<file path="config.mk">
export PLATFORM = sky130hd
export DESIGN_NAME = dlbf_data_axis2ram_64b
export DESIGN_NICKNAME = d
export VERILOG_FILES = /design/src/rtl/dlbf_data_axis2ram_64b.sv
export SDC_FILE = /design/constraint.sdc
export NUM_CORES = 1
export LEC_CHECK = 0
export ABC_AREA = 1
export BUFFER_PORTS_ARGS = -buffer_cell sky130_fd_sc_hd__buf_2
export CAP_MARGIN = 40
export CELL_PAD_IN_SITES_DETAIL_PLACEMENT = 1
export CELL_PAD_IN_SITES_GLOBAL_PLACEMENT = 1
export CORE_MARGIN = 8
export CORE_UTILIZATION = 24
export CTS_CLUSTER_SIZE = 16
export DETAILED_ROUTE_END_ITERATION = 16
export PLACE_DENSITY = 0.56
export SLEW_MARGIN = 20
export SYNTH_ARGS = -nofsm -noshare
export SYNTH_HDL_FRONTEND = slang
export SYNTH_SLANG_ARGS = --single-unit
</file>
<file path="constraint.sdc">
create_clock -name s_axis_clk -period 4.1 [get_ports s_axis_clk]
set_clock_uncertainty 0.15 [all_clocks]
set_input_delay 0.205 -clock s_axis_clk [delete_from_list [all_inputs] [get_ports s_axis_clk]]
set_output_delay 0.205 -clock s_axis_clk [all_outputs]
set_load 0.005 [all_outputs]
</file>
<file path="src/rtl/dlbf_data_axis2ram_64b.sv">
// AXI4-Stream to RAM capture engine: writes accepted beats to sequential RAM
// addresses, tracks blocks/iterations, flags tlast (and optionally tkeep) errors.
// Optional feature: define DLBF_CAPTURE_TKEEP_CHECK_EN to enable the partial-tkeep check.
module dlbf_data_axis2ram_64b #(
  parameter int DATA_WIDTH = 64,
  parameter int RAM_DEPTH  = 4096
) (
  input  logic                    s_axis_clk,
  input  logic                    s_axis_rst,
  input  logic                    go,
  input  logic [11:0]             block_size,
  input  logic [11:0]             niter,
  input  logic [DATA_WIDTH-1:0]   s_axis_tdata,
  input  logic                    s_axis_tvalid,
  input  logic                    s_axis_tlast,
  input  logic [DATA_WIDTH/8-1:0] s_axis_tkeep,
  output logic                    s_axis_tready,
  output logic                    ram_we,
  output logic [15:0]             ram_addr,
  output logic [DATA_WIDTH-1:0]   ram_din,
  output logic                    done,
  output logic                    tlast_err,
  output logic                    tkeep_err
);

  localparam logic [15:0] PTR_LAST = 16'(RAM_DEPTH - 1);

  typedef enum logic [1:0] {S_IDLE, S_CAPTURE, S_DONE} state_t;

  logic [1:0]            rst_sync_q;
  logic                  rst_i;
  state_t                state_q, state_d;
  logic                  go_q, go_d;
  logic [15:0]           ptr_q, ptr_d;
  logic [11:0]           blk_q, blk_d;
  logic [11:0]           iter_q, iter_d;
  logic                  tlast_err_q, tlast_err_d;
  logic                  tkeep_err_q, tkeep_err_d;
  logic                  ram_we_q, ram_we_d;
  logic [15:0]           ram_addr_q, ram_addr_d;
  logic [DATA_WIDTH-1:0] ram_din_q, ram_din_d;
  logic                  accept;
  logic                  blk_last;
  logic [11:0]           bs_m1;
  logic [11:0]           niter_m1;

  // Reset asserts immediately but releases only after two clean clock edges.
  always_ff @(posedge s_axis_clk or posedge s_axis_rst) begin
    if (s_axis_rst) rst_sync_q <= 2'b11;
    else            rst_sync_q <= {rst_sync_q[0], 1'b0};
  end
  assign rst_i = rst_sync_q[1];

  // block_size=0 wraps to 4095 here, giving a 4096-beat block for free.
  assign bs_m1    = block_size - 12'd1;
  assign niter_m1 = niter - 12'd1;
  assign blk_last = (blk_q == bs_m1);

  // Gating with go_q makes an abort drop tready one cycle after go falls.
  assign s_axis_tready = (state_q == S_CAPTURE) && go_q;
  assign accept        = s_axis_tvalid && s_axis_tready;

`ifndef DLBF_CAPTURE_TKEEP_CHECK_EN
  logic unused_tkeep;
  assign unused_tkeep = ^s_axis_tkeep;
`endif

  always_comb begin
    state_d     = state_q;
    go_d        = go;
    ptr_d       = ptr_q;
    blk_d       = blk_q;
    iter_d      = iter_q;
    tlast_err_d = tlast_err_q;
    tkeep_err_d = tkeep_err_q;
    ram_we_d    = 1'b0;
    ram_addr_d  = ram_addr_q;
    ram_din_d   = ram_din_q;

    if (accept) begin
      ram_we_d   = 1'b1;
      ram_addr_d = ptr_q;
      ram_din_d  = s_axis_tdata;
    end

    case (state_q)
      S_IDLE: begin
        if (go_q) begin
          state_d     = S_CAPTURE;
          ptr_d       = '0;
          blk_d       = '0;
          iter_d      = '0;
          tlast_err_d = 1'b0;
          tkeep_err_d = 1'b0;
        end
      end
      S_CAPTURE: begin
        if (!go_q) begin
          state_d = S_IDLE;
          ptr_d   = '0;
          blk_d   = '0;
          iter_d  = '0;
        end else if (accept) begin
          ptr_d = (ptr_q == PTR_LAST) ? 16'd0 : ptr_q + 16'd1;
          if (s_axis_tlast != blk_last) tlast_err_d = 1'b1;
`ifdef DLBF_CAPTURE_TKEEP_CHECK_EN
          if (s_axis_tkeep != '1) tkeep_err_d = 1'b1;
`endif
          if (blk_last) begin
            blk_d  = '0;
            iter_d = iter_q + 12'd1;
            if ((niter != 12'd0) && (iter_q == niter_m1)) state_d = S_DONE;
          end else begin
            blk_d = blk_q + 12'd1;
          end
        end
      end
      S_DONE: begin
        if (!go_q) begin
          state_d = S_IDLE;
          ptr_d   = '0;
          blk_d   = '0;
          iter_d  = '0;
        end
      end
      default: state_d = S_IDLE;
    endcase
  end

  always_ff @(posedge s_axis_clk or posedge rst_i) begin
    if (rst_i) begin
      state_q     <= S_IDLE;
      go_q        <= 1'b0;
      ptr_q       <= '0;
      blk_q       <= '0;
      iter_q      <= '0;
      tlast_err_q <= 1'b0;
      tkeep_err_q <= 1'b0;
      ram_we_q    <= 1'b0;
      ram_addr_q  <= '0;
      ram_din_q   <= '0;
    end else begin
      state_q     <= state_d;
      go_q        <= go_d;
      ptr_q       <= ptr_d;
      blk_q       <= blk_d;
      iter_q      <= iter_d;
      tlast_err_q <= tlast_err_d;
      tkeep_err_q <= tkeep_err_d;
      ram_we_q    <= ram_we_d;
      ram_addr_q  <= ram_addr_d;
      ram_din_q   <= ram_din_d;
    end
  end

  assign ram_we    = ram_we_q;
  assign ram_addr  = ram_addr_q;
  assign ram_din   = ram_din_q;
  assign done      = (state_q == S_DONE);
  assign tlast_err = tlast_err_q;
  assign tkeep_err = tkeep_err_q;

endmodule
</file>
## Word-level counts from Yosys, hierarchy flattened

Cells that the tools add are included.

| storage, ports and cells | value |
|---|---|
| output and inout port bits | 85 |
| register bits after elaboration | 127 |
| bits of input ports | 101 |
| logic and storage cells | 69 |

| cells by class | value |
|---|---|
| reduce and logical (&&, ||, !) cells | 11 |
| $add $sub $neg | 5 |
| mux-type cells | 29 |
| equality and inequality tests | 14 |

Operator list:

| cell | count |
|---|---|
| $mux 12 | 8 |
| $mux 16 | 5 |
| $pmux 12 s3 | 2 |
| $pmux 16 s3 | 1 |
| $add 12x1->12 const B | 2 |
| $eq 12x12->1 | 2 |
| $sub 12x1->12 const B | 2 |
| $add 16x1->16 const B | 1 |
| $eq 16x12->1 const B | 1 |
| $reduce_and 5->1 | 3 |
| $mux 2 | 6 |
| $reduce_bool 12->1 | 1 |
| $ne 2x2->1 const B | 4 |
| $ne 3x3->1 const B | 2 |
| $pmux 2 s3 | 1 |
| $mux 1 | 5 |
| $reduce_and 4->1 | 1 |
| $logic_and 1x1->1 | 3 |
| $ne 3x2->1 const B | 1 |
| $reduce_bool 3->1 | 1 |
| $eq 2x1->1 const B | 1 |
| $eq 2x2->1 const B | 1 |
| $logic_not 2->1 | 1 |
| $ne 2x1->1 const B | 1 |
| other kinds (3) | 3 |

## Depth between registers and ports, before layout

| depth | value |
|---|---|
| depth after elaboration | 8 |
| mapped depth | 16 |
| gate-level depth less buffers | 16 |

## Worst setup path before layout

Ideal clock, no wire load.

| path | value |
|---|---|
| path kind | input to register |
| from | input port block_size[0] |
| to | register iter_q[8] |
| arrival time | 1559 ps |
| slack | 2269 ps |
| required time | 3827 ps |
| setup time | 123 ps |
| stages on the path | 14 |
| path buffers | 1 |
| cell sequence | inv_2 ha_1 nand2_2 nand2_1 xor2_1 nor2_1 nand4_1 nor2_1 nand3_2 nand2_4 nand2_8 clkinv_8 buf_12 o21ai_1 |

| on the way | value |
|---|---|
| cells in the longest elaborated chain, start to end | 4 |

Ends and longest elaborated chain:

| what | RTL line | RTL |
|---|---|---|
| from (decl) | 11 | `input logic [11:0] block_size,` |
| $sub 12x1->12 | 55 | `assign bs_m1 = block_size - 12'd1;` |
| $eq 12x12->1 | 57 | `assign blk_last = (blk_q == bs_m1);` |
| $ne 3x3->1 (no line) | - |  |
| $reduce_and 5->1 (no line) | - |  |
| to (signal assigned) | 147 | `iter_q <= iter_d;` |
| to (decl) | 36 | `logic [11:0] iter_q, iter_d;` |

No other way between the ends.
A chain may end at the register's enable or synchronous reset.

## Worst setup path in the final report

| path | value |
|---|---|
| from | register state_q[1] |
| to | register iter_q[8] |

| on the way | value |
|---|---|
| cells in the longest elaborated chain, start to end | 5 |
| elaborated cells between the ends (all ways) | 12 |
| those cells by class | eq/ne (6); mux (1); reduce/logical (5) |

Ends and longest elaborated chain:

| what | RTL line | RTL |
|---|---|---|
| from (decl) | 32 | `state_t state_q, state_d;` |
| from (signal assigned) | 143 | `state_q <= state_d;` |
| $eq 2x1->1 | 60, 86 |  |
| $logic_and 1x1->1 | 60 | `assign s_axis_tready = (state_q == S_CAPTURE) && go_q;` |
| $logic_and 1x1->1 | 61 | `assign accept = s_axis_tvalid && s_axis_tready;` |
| $ne 3x3->1 (no line) | - |  |
| $reduce_and 5->1 (no line) | - |  |

Several ways; a longest one is shown, not always the timed one.

==> flow_summary.json <==
{
  "outcome": "finished clean",
  "comb_power_share_pct": 30.6,
  "via_count": 6257,
  "dp_hpwl_um": 15700,
  "numCtsBuffers": 17,
  "crit_family": "simple AND/OR/NAND/NOR gates",
  "grt_pass1_vias": 6789,
  "overflow": 0,
  "fmax_mhz": 424,
  "final-setup-viol-count": 0,
  "io_pins": 186,
  "cp_data_arrival_time_ps": 2510,
  "ys_types": 41,
  "crit_buf_inv": 4,
  "row_count": 61,
  "p_seq_share_pct": 37.5,
  "p_sw_uw": 1750,
  "fill_cells": 3413,
  "h-tree-depth": 4,
  "core_area_um2": 27500,
  "drive_above_1_share_pct": 23.3,
  "initial_core_util_pct": 24.1,
  "cts_setup_buffers": 0,
  "drt_iter0_drc": 237,
  "switching_share_pct": 36.6,
  "fin_setup_tns_ps": 0,
  "synth_edf_count": 0,
  "port_buffers": 176,
  "die_w_um": 182,
  "peakVddDrop_mv": 0.227,
  "slew_headroom_pct": 47.9,
  "dieArea_um2": 33200,
  "track_usage_pct": 13.2,
  "cts-root-buf": "clkbuf_16",
  "antenna_found_initial": 0,
  "critical_path.slowest_cell": "dfrtp_1",
  "yosys-top-cells-area": "dfrtp_1, nand2_1, inv_1",
  "hold_violations": 0,
  "drcViolationCount": 0,
  "syn_inst": 858,
  "drv_cap": 0,
  "hold_slack_ps": 134,
  "setup.worst_path.start_class": "register",
  "synthTopCellsByCount": "nand2_1, dfrtp_1, inv_1",
  "die_h_um": 182,
  "via_per_inst": 4.28,
  "cts_resized": 0,
  "critPathKind": "register to register",
  "synth.most_common_cell": "nand2_1",
  "synth_flop_cell": "dfrtp_1",
  "rsz0062_at_grt": "false",
  "cp_common_cell": "nand2_1",
  "utilization_pct": 33.2,
  "post-route-period-util_pct": 57.6,
  "grt_max_degree": 70,
  "ys_seq_area_share_pct": 48.0,
  "tightest_slew_ps": 781,
  "hold_buffers": 66,
  "p_int_uw": 3030,
  "max_stage_delay_ps": 410,
  "cts_tree": "yes",
  "syn_area_um2": 6630,
  "area_growth_pct": 37.6,
  "min_path_type": "primary input to register",
  "crit_required_ps": 4250,
  "ant_nets": 0,
  "powerDensity_nw_per_um2": 524,
  "fin_nets": 1209,
  "async_reset_ff_share_pct": 100,
  "cp-end-kind": "register",
  "avgSynthCellArea_um2": 7.73,
  "yosys.area.top_type": "dfrtp_1",
  "report.final.slew_viol_count": 0,
  "firstDrtPassIters": 4,
  "synth_top_cell_area_share_pct": 47.2,
  "wirelength_um": 21700,
  "cts.clk_slew.worst_paths_ps": 70,
  "p_leak_uw": 0.00465,
  "grt_pass1_wl_um": 35300,
  "wl_per_cell_um": 14.8,
  "ys_warn_count": 0,
  "crit_chain": "inv_1 > nand2_4 > nor2_4 > nand2_1 > nand2_1 > inv_2 > nand2_4 > inv_4 > nand2_8 > clkinv_8 > nand2_1 > o21ai_1",
  "ys_ff_latch": 127,
  "p_clk_share_pct": 32.0,
  "critPathMaxFanout": 26,
  "gp_congestion": 0.764,
  "total_power_uw": 4780,
  "clk-insertion-delay-late_ps": 420,
  "cts_num_sinks": 127,
  "fin_crit_ps": 2360,
  "cts_max_path_buffers": 2
}
==> state kept, by name, indices dropped and copies added (netlist names), 2 cells and up <==
name / count
ram_din: 64
blk_q: 12
ptr_q: 16
ram_addr: 16
iter_q: 12
state_q: 2
rst_sync_q: 2
==> per-stage QoR <==
step                area, um2  std cells  setup slack (ps)
floorplan                6630        859               289
global placement         7850       1363              1630
detailed placement       7870       1364              1690
CTS                      9120       1462              1690
global route             9120       1462              1490
finish                   9120       1463              1740
==> placed cells by master (no fill, tap or decap), drive strengths merged, types with 4 or more instances in the layout <==
cell,synthesis,layout
nand2,347,347
buf,22,182
dfrtp,125,125
inv,90,98
nor2,75,75
dlygate4sd3,0,66
nand3,50,50
o21ai,32,32
nor3,29,29
xor2,24,24
clkbuf,1,18
nand4,17,17
a21oi,12,12
nor4,6,6
xnor2,6,6
ha,5,5
clkinv,1,4
==> area by class of cell <==
type / instances / area [um2] / share of cell area [%]
sequential: 127 / 3180 / 34.9
timing repair buffer: 248 / 1600 / 17.5
tap: 346 / 433 / 4.74
multi-input combinational: 618 / 2960 / 32.4
clock inverter: 14 / 149 / 1.63
clock buffer: 18 / 439 / 4.81
antenna: 1 / 2.50 / 0.0274
inverter: 91 / 362 / 3.96
==> power by group through the flow <==
stage	Combinational, uW	Sequential, uW	Clock [uW]
final	1460	1790	1530
after floorplan	777	1830	0
after CTS	1510	1800	1590
after global routing	1660	1850	1620
after detailed placement	1460	1810	0
after global placement	1430	1800	0
==> cell families (layout without fill, tap and decap cells) <==
family	after synthesis	in the layout	share of synthesized area, %
and+or+nand+nor	531	531	35.1
DFF	127	127	48.0
buffers and inverters	114	371	7.45
AOI/OAI and AO/OA	48	48	3.87
xor gates and xnor gates	32	32	4.64
adders and majority gates	5	5	0.944
other	1	3	0.0566
==> worst register-to-register path, cell delays in order (launching register included) <==
cell	delay (ps)
dfrtp_1	410
inv_1	150
nand2_4	120
nor2_4	350
nand2_1	90
nand2_1	150
inv_2	60
nand2_4	170
inv_4	150
nand2_8	150
clkinv_8	120
nand2_1	110
o21ai_1	60
==> metal layers <==
layer / routed length [um] / track usage, % / part of all wire (%) / vias to the layer above
met5: 0 / 0 / 0 / -
met4: 572 / 5.67 / 2.6 / 0
li1: - / - / - / 3175
met1: 9600 / 15.8 / 44 / 2965
met2: 11000 / 23.1 / 51 / 92
met3: 477 / 2.01 / 2.2 / 25
==> path summary, 6_finish.rpt <==
kind / startpoint / endpoint / slack, ps / cells past startpoint
worst max-delay path: state_q[1]$_DFFE_PP0P_ / iter_q[8]$_DFFE_PP0P_ / 1740 / 12
max in group asynchronous: rst_sync_q[1]$_DFF_PP1_ / ram_din[56]$_DFFE_PP0P_ / 2690 / 2
worst max register to register: state_q[1]$_DFFE_PP0P_ / iter_q[8]$_DFFE_PP0P_ / 1740 / 12
worst min register to register: rst_sync_q[1]$_DFF_PP1_ / iter_q[2]$_DFFE_PP0P_ / 180 / 1
min in group asynchronous: rst_sync_q[1]$_DFF_PP1_ / iter_q[2]$_DFFE_PP0P_ / 180 / 1
worst min-delay path: s_axis_tlast / tlast_err$_DFFE_PP0P_ / 130 / 7
Note: power is estimated with default switching activity, not from simulation.
